**config.mk**
```make
export PLATFORM = sky130hd
export DESIGN_NAME = fetch_unit
export DESIGN_NICKNAME = d
export VERILOG_FILES = /design/src/rtl/core_pkg.sv /design/src/rtl/sync_fifo.sv /design/src/rtl/fetch_unit.sv
export SDC_FILE = /design/constraint.sdc
export NUM_CORES = 1
export LEC_CHECK = 0
export CELL_PAD_IN_SITES_DETAIL_PLACEMENT = 0
export CELL_PAD_IN_SITES_GLOBAL_PLACEMENT = 2
export CORE_UTILIZATION = 35
export CTS_CLUSTER_DIAMETER = 80
export DETAILED_ROUTE_END_ITERATION = 10
export DONT_BUFFER_PORTS = 1
export MAX_ROUTING_LAYER = met4
export PLACE_DENSITY = 0.77
export SLEW_MARGIN = 20
export SYNTH_ARGS = -nofsm -noshare
export SYNTH_HDL_FRONTEND = slang
export SYNTH_SLANG_ARGS = --single-unit
```
**constraint.sdc**
```tcl
create_clock -name clk -period 4.2 [get_ports clk]
set_input_delay 0.42 -clock clk [delete_from_list [all_inputs] [get_ports clk]]
set_output_delay 0.42 -clock clk [all_outputs]
set_load 0.01 [all_outputs]
```
**src/rtl/core_pkg.sv**
```systemverilog
// core_pkg: core-wide constants shared by the fetch front end.
package core_pkg;
  localparam int XLEN = 32;
  localparam logic [XLEN-1:0] RESET_PC = '0;
  localparam logic [XLEN-1:0] PC_STEP = XLEN'(1);
endpackage

```
**src/rtl/sync_fifo.sv**
```systemverilog
// sync_fifo: data-only FIFO with flush; pointers wrap by natural overflow.
module sync_fifo #(
  parameter int DEPTH = 4,
  parameter int WIDTH = 32
) (
  input  logic                       clk,
  input  logic                       rst_n,
  input  logic                       push_i,
  input  logic                       pop_i,
  input  logic                       flush_i,
  input  logic [WIDTH-1:0]           data_i,
  output logic [WIDTH-1:0]           data_o,
  output logic [$clog2(DEPTH):0]     count_o
);
  localparam int AW = $clog2(DEPTH);
  logic [AW-1:0] wr_q, rd_q;
  logic [AW:0] cnt_q;
  logic [WIDTH-1:0] mem_q [DEPTH];
  always_ff @(posedge clk or negedge rst_n) begin
    if (!rst_n) begin
      wr_q  <= '0;
      rd_q  <= '0;
      cnt_q <= '0;
    end else if (flush_i) begin
      wr_q  <= '0;
      rd_q  <= '0;
      cnt_q <= '0;
    end else begin
      wr_q  <= wr_q + AW'(push_i);
      rd_q  <= rd_q + AW'(pop_i);
      cnt_q <= cnt_q + (AW+1)'(push_i) - (AW+1)'(pop_i);
    end
  end
  always_ff @(posedge clk) begin
    if (push_i && !flush_i) mem_q[wr_q] <= data_i;
  end
  always_ff @(posedge clk) begin
    if (rst_n && push_i && !flush_i) assert (cnt_q != (AW+1)'(DEPTH));
  end
  assign data_o  = mem_q[rd_q];
  assign count_o = cnt_q;
endmodule

```
**src/rtl/fetch_unit.sv**
```systemverilog
// fetch_unit: sequential instruction prefetch with request/response memory,
// prefetch FIFO and redirect flush that drops stale in-flight responses.
module fetch_unit #(
  parameter int              XLEN     = core_pkg::XLEN,
  parameter int              DEPTH    = 4,
  parameter logic [XLEN-1:0] PC_STEP  = XLEN'(core_pkg::PC_STEP),
  parameter logic [XLEN-1:0] RESET_PC = XLEN'(core_pkg::RESET_PC)
) (
  input  logic            clk,
  input  logic            rst,
  input  logic            redirect_valid,
  input  logic [XLEN-1:0] redirect_pc,
  output logic            imem_req_valid,
  output logic [XLEN-1:0] imem_req_addr,
  input  logic            imem_req_ready,
  input  logic            imem_rsp_valid,
  input  logic [31:0]     imem_rsp_data,
  output logic            instr_valid,
  output logic [31:0]     instr,
  output logic [XLEN-1:0] instr_pc,
  output logic [XLEN-1:0] instr_pc_plus,
  input  logic            instr_ready
);
  localparam int CW = $clog2(DEPTH) + 1;
  logic [XLEN-1:0] fetch_pc_q, fetch_pc_d, head_pc_q, head_pc_d;
  logic [CW-1:0] out_q, out_d, disc_q, disc_d, count;
  logic [CW:0] used;
  logic accept, rsp_ok, push, pop;
  assign used           = {1'b0, count} + {1'b0, out_q};
  assign imem_req_valid = rst && !redirect_valid && (used < (CW+1)'(DEPTH));
  assign imem_req_addr  = fetch_pc_q;
  assign accept         = imem_req_valid && imem_req_ready;
  assign rsp_ok         = imem_rsp_valid && (out_q != '0);
  assign push           = rsp_ok && (disc_q == '0) && !redirect_valid;
  assign pop            = instr_valid && instr_ready && !redirect_valid;
  assign instr_valid    = (count != '0);
  assign instr_pc       = head_pc_q;
  assign instr_pc_plus  = head_pc_q + PC_STEP;
  sync_fifo #(.DEPTH(DEPTH), .WIDTH(32)) u_fifo (
    .clk     (clk),
    .rst_n   (rst),
    .push_i  (push),
    .pop_i   (pop),
    .flush_i (redirect_valid),
    .data_i  (imem_rsp_data),
    .data_o  (instr),
    .count_o (count)
  );
  // A redirect turns every still-unanswered request into a response to drop.
  always_comb begin
    out_d      = out_q + CW'(accept) - CW'(rsp_ok);
    disc_d     = redirect_valid ? out_q - CW'(rsp_ok) : disc_q - CW'(rsp_ok && disc_q != '0);
    fetch_pc_d = redirect_valid ? redirect_pc : fetch_pc_q + (accept ? PC_STEP : '0);
    head_pc_d  = redirect_valid ? redirect_pc : head_pc_q + (pop ? PC_STEP : '0);
  end
  always_ff @(posedge clk or negedge rst) begin
    if (!rst) begin
      fetch_pc_q <= RESET_PC;
      head_pc_q  <= RESET_PC;
      out_q      <= '0;
      disc_q     <= '0;
    end else begin
      fetch_pc_q <= fetch_pc_d;
      head_pc_q  <= head_pc_d;
      out_q      <= out_d;
      disc_q     <= disc_d;
    end
  end
  always_ff @(posedge clk) begin
    if (rst && imem_rsp_valid) assert (out_q != '0);
  end
endmodule

```
==> results of run 1 <==
==> cells by family after synthesis <==
logic type      count (synthesis)  synth area share (%)
simple gates                  252                  14.4
compound gates                 80                  5.73
flops                         205                  59.6
xor+xnor                       61                  5.52
mux                            48                  9.26
fa+ha+maj                      19                  2.61
buf+inv                        72                  2.89
==> sequential cells by signal, summed over array words and instances (netlist names) <==
register and count:
disc_q 3, imem_req_addr 32, instr_pc 32, out_q 3, u_fifo.count_o 3, u_fifo.mem_q 128
u_fifo.rd_q 2, u_fifo.wr_q 2
==> worst max-delay path, cell delays in order (launching register included) <==
cell and delay [ps]:
dfrtp_1 600, nand4_2 350, nor3_1 850, nand3_1 300
xnor2_1 360
==> layout by cell type (no fill, tap or decap), types with 10 or more instances in the layout <==
cell type,n
and4_1,12
ha_1,17
edfxtp_1,128
dfrtp_1,76
nor3_1,24
nand4_1,26
nor4_1,14
xor2_1,20
or3_1,10
buf_4,11
xnor2_1,41
o21ai_0,11
nand3_1,28
nand2_1,33
and3_1,11
inv_1,28
dlygate4sd3_1,35
a31oi_1,17
a21oi_1,11
mux2_2,13
mux4_2,32
nor2_1,51
a211oi_1,13
nor2b_1,12
clkbuf_16,23
==> cell type report <==
cell class / count / share of cell area [%]
Antenna cell: 1 / 0.0222
Inverter: 29 / 0.966
Tap cell: 341 / 3.79
Sequential cell: 205 / 51.2
Multi-Input combinational cell: 460 / 32.5
Clock buffer: 25 / 5.17
Clock inverter: 17 / 2.25
Timing Repair Buffer: 47 / 4.09
==> through the flow <==
stage | total power, mW | cell area, um2 | utilization (%) | hold WS [ps] | setup WS [ps]
2_1_floorplan | 3.05 | 9690 | - | 124 | 183
3_3_place_gp | 3.23 | 10100 | 37.2 | 127 | 1030
3_5_place_dp | 3.24 | 10100 | 37.2 | 127 | 1070
4_1_cts | 5.53 | 11300 | 41.7 | 0.519 | 718
5_1_grt | 5.71 | 11300 | 41.7 | 7.08 | 583
6_report | 5.47 | 11300 | 41.7 | 33.9 | 795
==> power groups by stage <==
stage	combinational, mW	sequential [mW]	clock [mW]
floorplan	0.600	2.45	0
global placement	0.667	2.56	0
detailed placement	0.674	2.56	0
CTS	0.739	2.52	2.27
global route	0.815	2.55	2.35
finish	0.724	2.52	2.23
==> how the worst min path moves through the flow <==
stage	cells past startpoint	endpoint	startpoint
finish	1	imem_req_addr[1]$_DFF_PN0_	redirect_valid
global route	1	instr_pc[0]$_DFF_PN0_	redirect_valid
CTS	1	instr_pc[0]$_DFF_PN0_	redirect_valid
detailed placement	0	imem_req_addr[25]$_DFF_PN0_	rst
global placement	0	imem_req_addr[25]$_DFF_PN0_	rst
floorplan	0	disc_q[0]$_DFF_PN0_	rst
==> layer usage <==
layer / part of all wire, % / up-vias / wire length [um]
li1: - / 2865 / -
met1: 41 / 3065 / 10500
met2: 47 / 211 / 11900
met3: 8.5 / 42 / 2160
met4: 3.0 / 0 / 765
met5: 0 / - / 0
==> metrics, run 1 <==
status finished, final reports clean; # Max-Cap Violations 0; Cell Rows 60; area grow syn2layout 16.4%; clk root buf clkbuf_16; crit path capture type output port; number of global-route vias before repair 6358; routed length per instance 22.5 um; #FFs+latches synth 205; count leader, synth edfxtp_1; CTS buffer count 23; Post-Synthesis Cells 737; Slew @ Worst Pin 1010 ps; Post-synth EDFFs 128; gr busiest metal met2; Routed Antenna Nets 0; post-placement cell count 1046; die area 28300 um2; Hold Buf Count CTS 36; clock tree buffer depth 3; worst slew margin relative to its limit 32.7%; Synth async-reset ratio 37.6%; cells on worst reg2reg path 12; part of the power in the clock network 40.7%; Synth area leaders edfxtp_1, dfrtp_1, mux4_2; # DRC 0; post-layout min period 3400 ps; Main synth FF type edfxtp_1; post_cts resized 0; antenna violations before repair 1; GRT Util Overall 18.5%; die height 168 um; input/output buffers 0; syn_nets 826; Hold Vio Cnt, Final 0; global-route wire length before repair 38700 um; HPWL Detailed 17200 um; Setup TNS 0 ps; Leak 3.97 nW; crit path kind reg -> out; part of the Yosys area used for sequential elements 59.6%; Final period util 81.1%; Reg-to-Reg Start out_q[2]$_DFF_PN0_; critical path required time 3780 ps; Critical path origin instr_pc[5]$_DFF_PN0_; Comb power frac 13.2%; Syn Std Cell Area 9690 um2; M3 GR Usage 5.71%; core footprint 27000 um2; GPL Wtd Cong 0.784; multi-input logic area 3660 um2; met2 usage 29.5%; First-pass DRT Iterations 4; clk sinks 205; M1 GR Usage 22.3%; Max Freq 294 MHz; post-CTS setup repair buffer count 0; Die W 168 um; Worst Path Max Fanout 10; Netlist cell types 48; GRT overflow 0; CP arrival 2980 ps; total routed wirelength 25400 um; synth warn 0; final setup vio count 0; Peak VDD IR 0.257 mV; Synth area leader edfxtp_1; Initial Util 35.8%; most frequent cells after synthesis edfxtp_1, dfrtp_1, nor2_1; Pint 3.99 mW; Slew Limit Fails 0; Skew-Pair Late Insertion Delay 520 ps; Critical Path End instr_pc_plus[24]; vias per cell 5.50; Vias 6183; RSZ-0062 raised after global routing false; pwr dens 485 nW/um2; First DRT Iteration DRCs 351; Reg2Reg Setup Slack 1080 ps; switch share 26.9%; number of fillers in the final layout 2494; worst-case clock skew 12.2 ps; clk slew on worst S/H paths 60 ps; fin cells 1125; share of the synthesized area in the top cell type 39.7%; IO Pins 200; register area 5770 um2; sequential share of power 46.0%; layout cells sized above 1 14.9%; CTS tree done; FF-to-FF End imem_req_addr[24]$_DFF_PN0_; Net Sw Power 1.47 mW; Critical Path Source Type flop; largest net degree at the start of global routing 78; Final nets 855; H-tree depth 1; HP Class in -> reg; Synth Area per Inst 13.1 um2
No activity file was read; power rests on OpenSTA's default activity.
==> inputs of run 2 (changes only) <==
--- a/config.mk
+++ b/config.mk
@@ -5,6 +5,7 @@
 export SDC_FILE = /design/constraint.sdc
 export NUM_CORES = 1
 export LEC_CHECK = 0
+export ABC_AREA = 1
 export CELL_PAD_IN_SITES_DETAIL_PLACEMENT = 0
 export CELL_PAD_IN_SITES_GLOBAL_PLACEMENT = 2
 export CORE_UTILIZATION = 35
@@ -12,7 +13,7 @@
 export DETAILED_ROUTE_END_ITERATION = 10
 export DONT_BUFFER_PORTS = 1
 export MAX_ROUTING_LAYER = met4
-export PLACE_DENSITY = 0.77
+export PLACE_DENSITY = 0.83
 export SLEW_MARGIN = 20
 export SYNTH_ARGS = -nofsm -noshare
 export SYNTH_HDL_FRONTEND = slang
==> constraint.sdc (replaced) <==
create_clock -name clk -period 2.96 [get_ports clk]
set_input_delay 0.296 -clock clk [delete_from_list [all_inputs] [get_ports clk]]
set_output_delay 0.296 -clock clk [all_outputs]
set_load 0.01 [all_outputs]
==> run 2 against run 1 <==
Non-clock buffer count up 22. Global-route usage up 1.4 points. Critical endpoint is now imem_req_addr[16]$_DFF_PN0_. Largest power group unchanged. Setup slack worse by 440 ps. Sequential power up 39%.
==> metrics, run 2 <==
status finished, final reports clean; IO Pins 200 (unchanged); Max Freq 384 MHz; Worst Path Max Fanout 6 (-4); First DRT Iteration DRCs 469 (+34%); max reg flops 128 (unchanged); Setup TNS 0 ps (unchanged); GRT Util Overall 19.9% (+1.4 points); total routed wirelength 28600 um (+13%); Die W 172 um (+2.0%); post-synthesis xor/xnor area fraction 3.30% (-2.2 points); crit path capture type flop; part of the Yosys area used for sequential elements 57.3% (-2.3 points); Peak VDD IR 0.375 mV (+46%); worst-case clock skew 10.5 ps (-1.74 ps); clock tree buffer depth 3 (unchanged); Post-Synthesis Cells 1086 (+47%); input/output buffers 0 (unchanged); # DRC 0 (unchanged); critical path required time 3330 ps (-450 ps); Leak 4.69 nW (+18%); die height 172 um (+2.0%); most frequent cells in the layout nand2_1, nor2_1, edfxtp_1, o21ai_0, inv_1; Syn Std Cell Area 10100 um2 (+4.0%); Synth async-reset ratio 37.6% (unchanged); Hold Vio Cnt, Final 0 (unchanged); most frequent cells after synthesis nand2_1, nor2_1, edfxtp_1; # Max-Cap Violations 0 (unchanged); Final period util 88.1%; Place WS 321 ps (-746 ps); final setup vio count 0 (unchanged); Netlist cell types 32 (-33%); vias per cell 4.94 (-10%); cells on worst reg2reg path 14 (+2); Slew Limit Fails 0 (unchanged); HP Class in -> reg; worst hold path depth 2 (+1); count leader, synth nand2_1; First-pass DRT Iterations 5 (+1); CTS tree done; largest family of logic cells by synthesized area simple AND/OR/NAND/NOR gates; layout cells sized above 1 9.18% (-5.8 points); RSZ-0062 raised after global routing false; Routed Antenna Nets 0 (unchanged); FF-to-FF End imem_req_addr[16]$_DFF_PN0_; GRT overflow 0 (unchanged); Vias 7639 (+24%); Final nets 1237 (+45%); HPWL Detailed 19300 um (+12%); routed length per instance 18.5 um (-18%); commonest non-fill, non-tap cell in the layout nand2_1; number of global-route vias before repair 7346 (+16%); area grow syn2layout 18.7%; pwr dens 642 nW/um2 (+32%); worst slew margin relative to its limit 46.8% (+14 points); crit path kind reg -> reg; H-tree depth 1 (unchanged); Synth Area in Compound Gates 8.55% (+2.8 points); post-layout min period 2610 ps; mux contribution to synthesized area 0.199% (-9.1 points); Post-synth EDFFs 128 (unchanged); Synth area leader edfxtp_1; synth warn 0 (unchanged); clk sinks 205 (unchanged); CTS buffer count 24 (+4.3%); Initial Util 36.0% (+0.12 points); Skew-Pair Late Insertion Delay 520 ps (about the same); Synth area leaders edfxtp_1, dfrtp_1, nand2_1; CP arrival 2980 ps (about the same); core footprint 28000 um2 (+3.6%); Reg-to-Reg Start out_q[2]$_DFF_PN0_; Reg with most FFs u_fifo.mem_q; share of the synthesized area in the top cell type 38.2% (-1.5 points); Main synth FF type edfxtp_1; global-route wire length before repair 43000 um (+11%); Post-Synth Simple-Gate Area 23.1% (+8.7 points); Post-Synth Adder-Cell Area 2.51% (-0.10 points); largest net degree at the start of global routing 78 (unchanged); #FFs+latches synth 205 (unchanged); Critical Path Source Type flop; antenna violations before repair 1 (unchanged); syn_nets 1175 (+42%); GPL Wtd Cong 0.807 (+2.9%); Cell Rows 61 (+1.7%); Synth Area per Inst 9.28 um2 (-29%); clk slew on worst S/H paths 60 ps (about the same); Reg2Reg Setup Slack 350 ps (-730 ps); hold worst-path end instr_pc[30]$_DFF_PN0_; final worst setup slack 354 ps (-442 ps); Slew @ Worst Pin 799 ps (-209 ps); die area 29500 um2 (+3.9%); clk root buf clkbuf_16; hold_sp redirect_pc[30]
-- run 2: cell types whose count changed after synthesis, moves of 37 or more --
cell | previous run | this run
nand2_1 | 33 | 259
nand3_1 | 28 | 75
nor2_1 | 53 | 143
o21ai_0 | 11 | 98
inv_1 | 28 | 96
xnor2_1 | 41 | 4
-- run 2: area by class of cell --
cell class	instances	area (um2)
repair buffers	69	716
diodes	1	2.50
clock buffers	27	612
flip-flops and latches	205	5770
multi-input cells	751	3810
clock inverters	17	201
inverters	97	364
fillers	2776	16100
well taps	378	473
-- run 2: layer usage --
metal,share of wire [%],global-route usage [%],routed length (um)
met1,43,24.8,12400
met2,48,32.2,13600
met3,7.3,4.86,2100
met4,2.0,5.01,559
met5,0,-,0
-- run 2: worst max-delay path, cell delays in order, from the launching register on --
cell and delay [ps]:
dfrtp_1 440, ha_1 310, nor3_1 140, o2111a_1 210, nand2_1 70, inv_1 60, ha_1 160, ha_1 170
nand2_1 100, nor2_2 200, nand2_2 190, nor2_4 180, nand2_1 60, nand3_1 70, o21ai_0 90
-- run 2: worst max-delay path by stage --
stage | startpoint | to | slack, ps | depth (start not counted)
2_1_floorplan | out_q[2]$_DFF_PN0_ | u_fifo.mem_q[0][0]$_DFFE_PP_ | -690 | 4
3_5_place_dp | out_q[2]$_DFF_PN0_ | imem_req_addr[16]$_DFF_PN0_ | 320 | 14
6_report | out_q[2]$_DFF_PN0_ | imem_req_addr[16]$_DFF_PN0_ | 350 | 14
4_1_cts | out_q[2]$_DFF_PN0_ | imem_req_addr[16]$_DFF_PN0_ | 300 | 14
3_3_place_gp | out_q[2]$_DFF_PN0_ | imem_req_addr[16]$_DFF_PN0_ | 380 | 14
5_1_grt | out_q[2]$_DFF_PN0_ | imem_req_addr[16]$_DFF_PN0_ | 60 | 14
-- run 2: cells by family (layout without fill, tap and decap cells) --
logic type               Yosys count  in the layout
AO/OA/AOI/OAI                    156            156
XOR/XNOR                          38             38
adder cells (fa/ha/maj)           19             19
buffers and inverters            130            210
flip-flops                       205            205
multiplexers                       2              2
other                              0              1
AND/OR/NAND/NOR                  536            536
-- run 2: report_power, final --
part	switching [mW]	internal, mW
Combinational	0.754	0.404
Clock	1.24	1.77
Sequential	0.262	3.23
-- run 2: repair_timing --
item | CTS | global route
hold buffers | 58 | 0
resized for setup | 0 | 0
endpoints found under the setup margin | 0 | 0
hold endpoints to repair | 259 | 0
buffers inserted | 0 | 0
-- run 2: stage by stage --
| step | util, % | hold WS, ps | cell area [um2] | instances | total power, mW |
|---|---|---|---|---|---|
| 6_report | 42.7 | 19.2 | 12000 | 1545 | 7.67 |
| 5_1_grt | 42.7 | 2.63 | 12000 | 1545 | 8.06 |
| 4_1_cts | 42.7 | 6.77 | 12000 | 1544 | 7.77 |
| 3_5_place_dp | 37.6 | 2.75 | 10500 | 1442 | 4.61 |
| 3_3_place_gp | 37.6 | 2.39 | 10500 | 1442 | 4.59 |
| 2_1_floorplan | - | 0.409 | 10100 | 1086 | 4.30 |
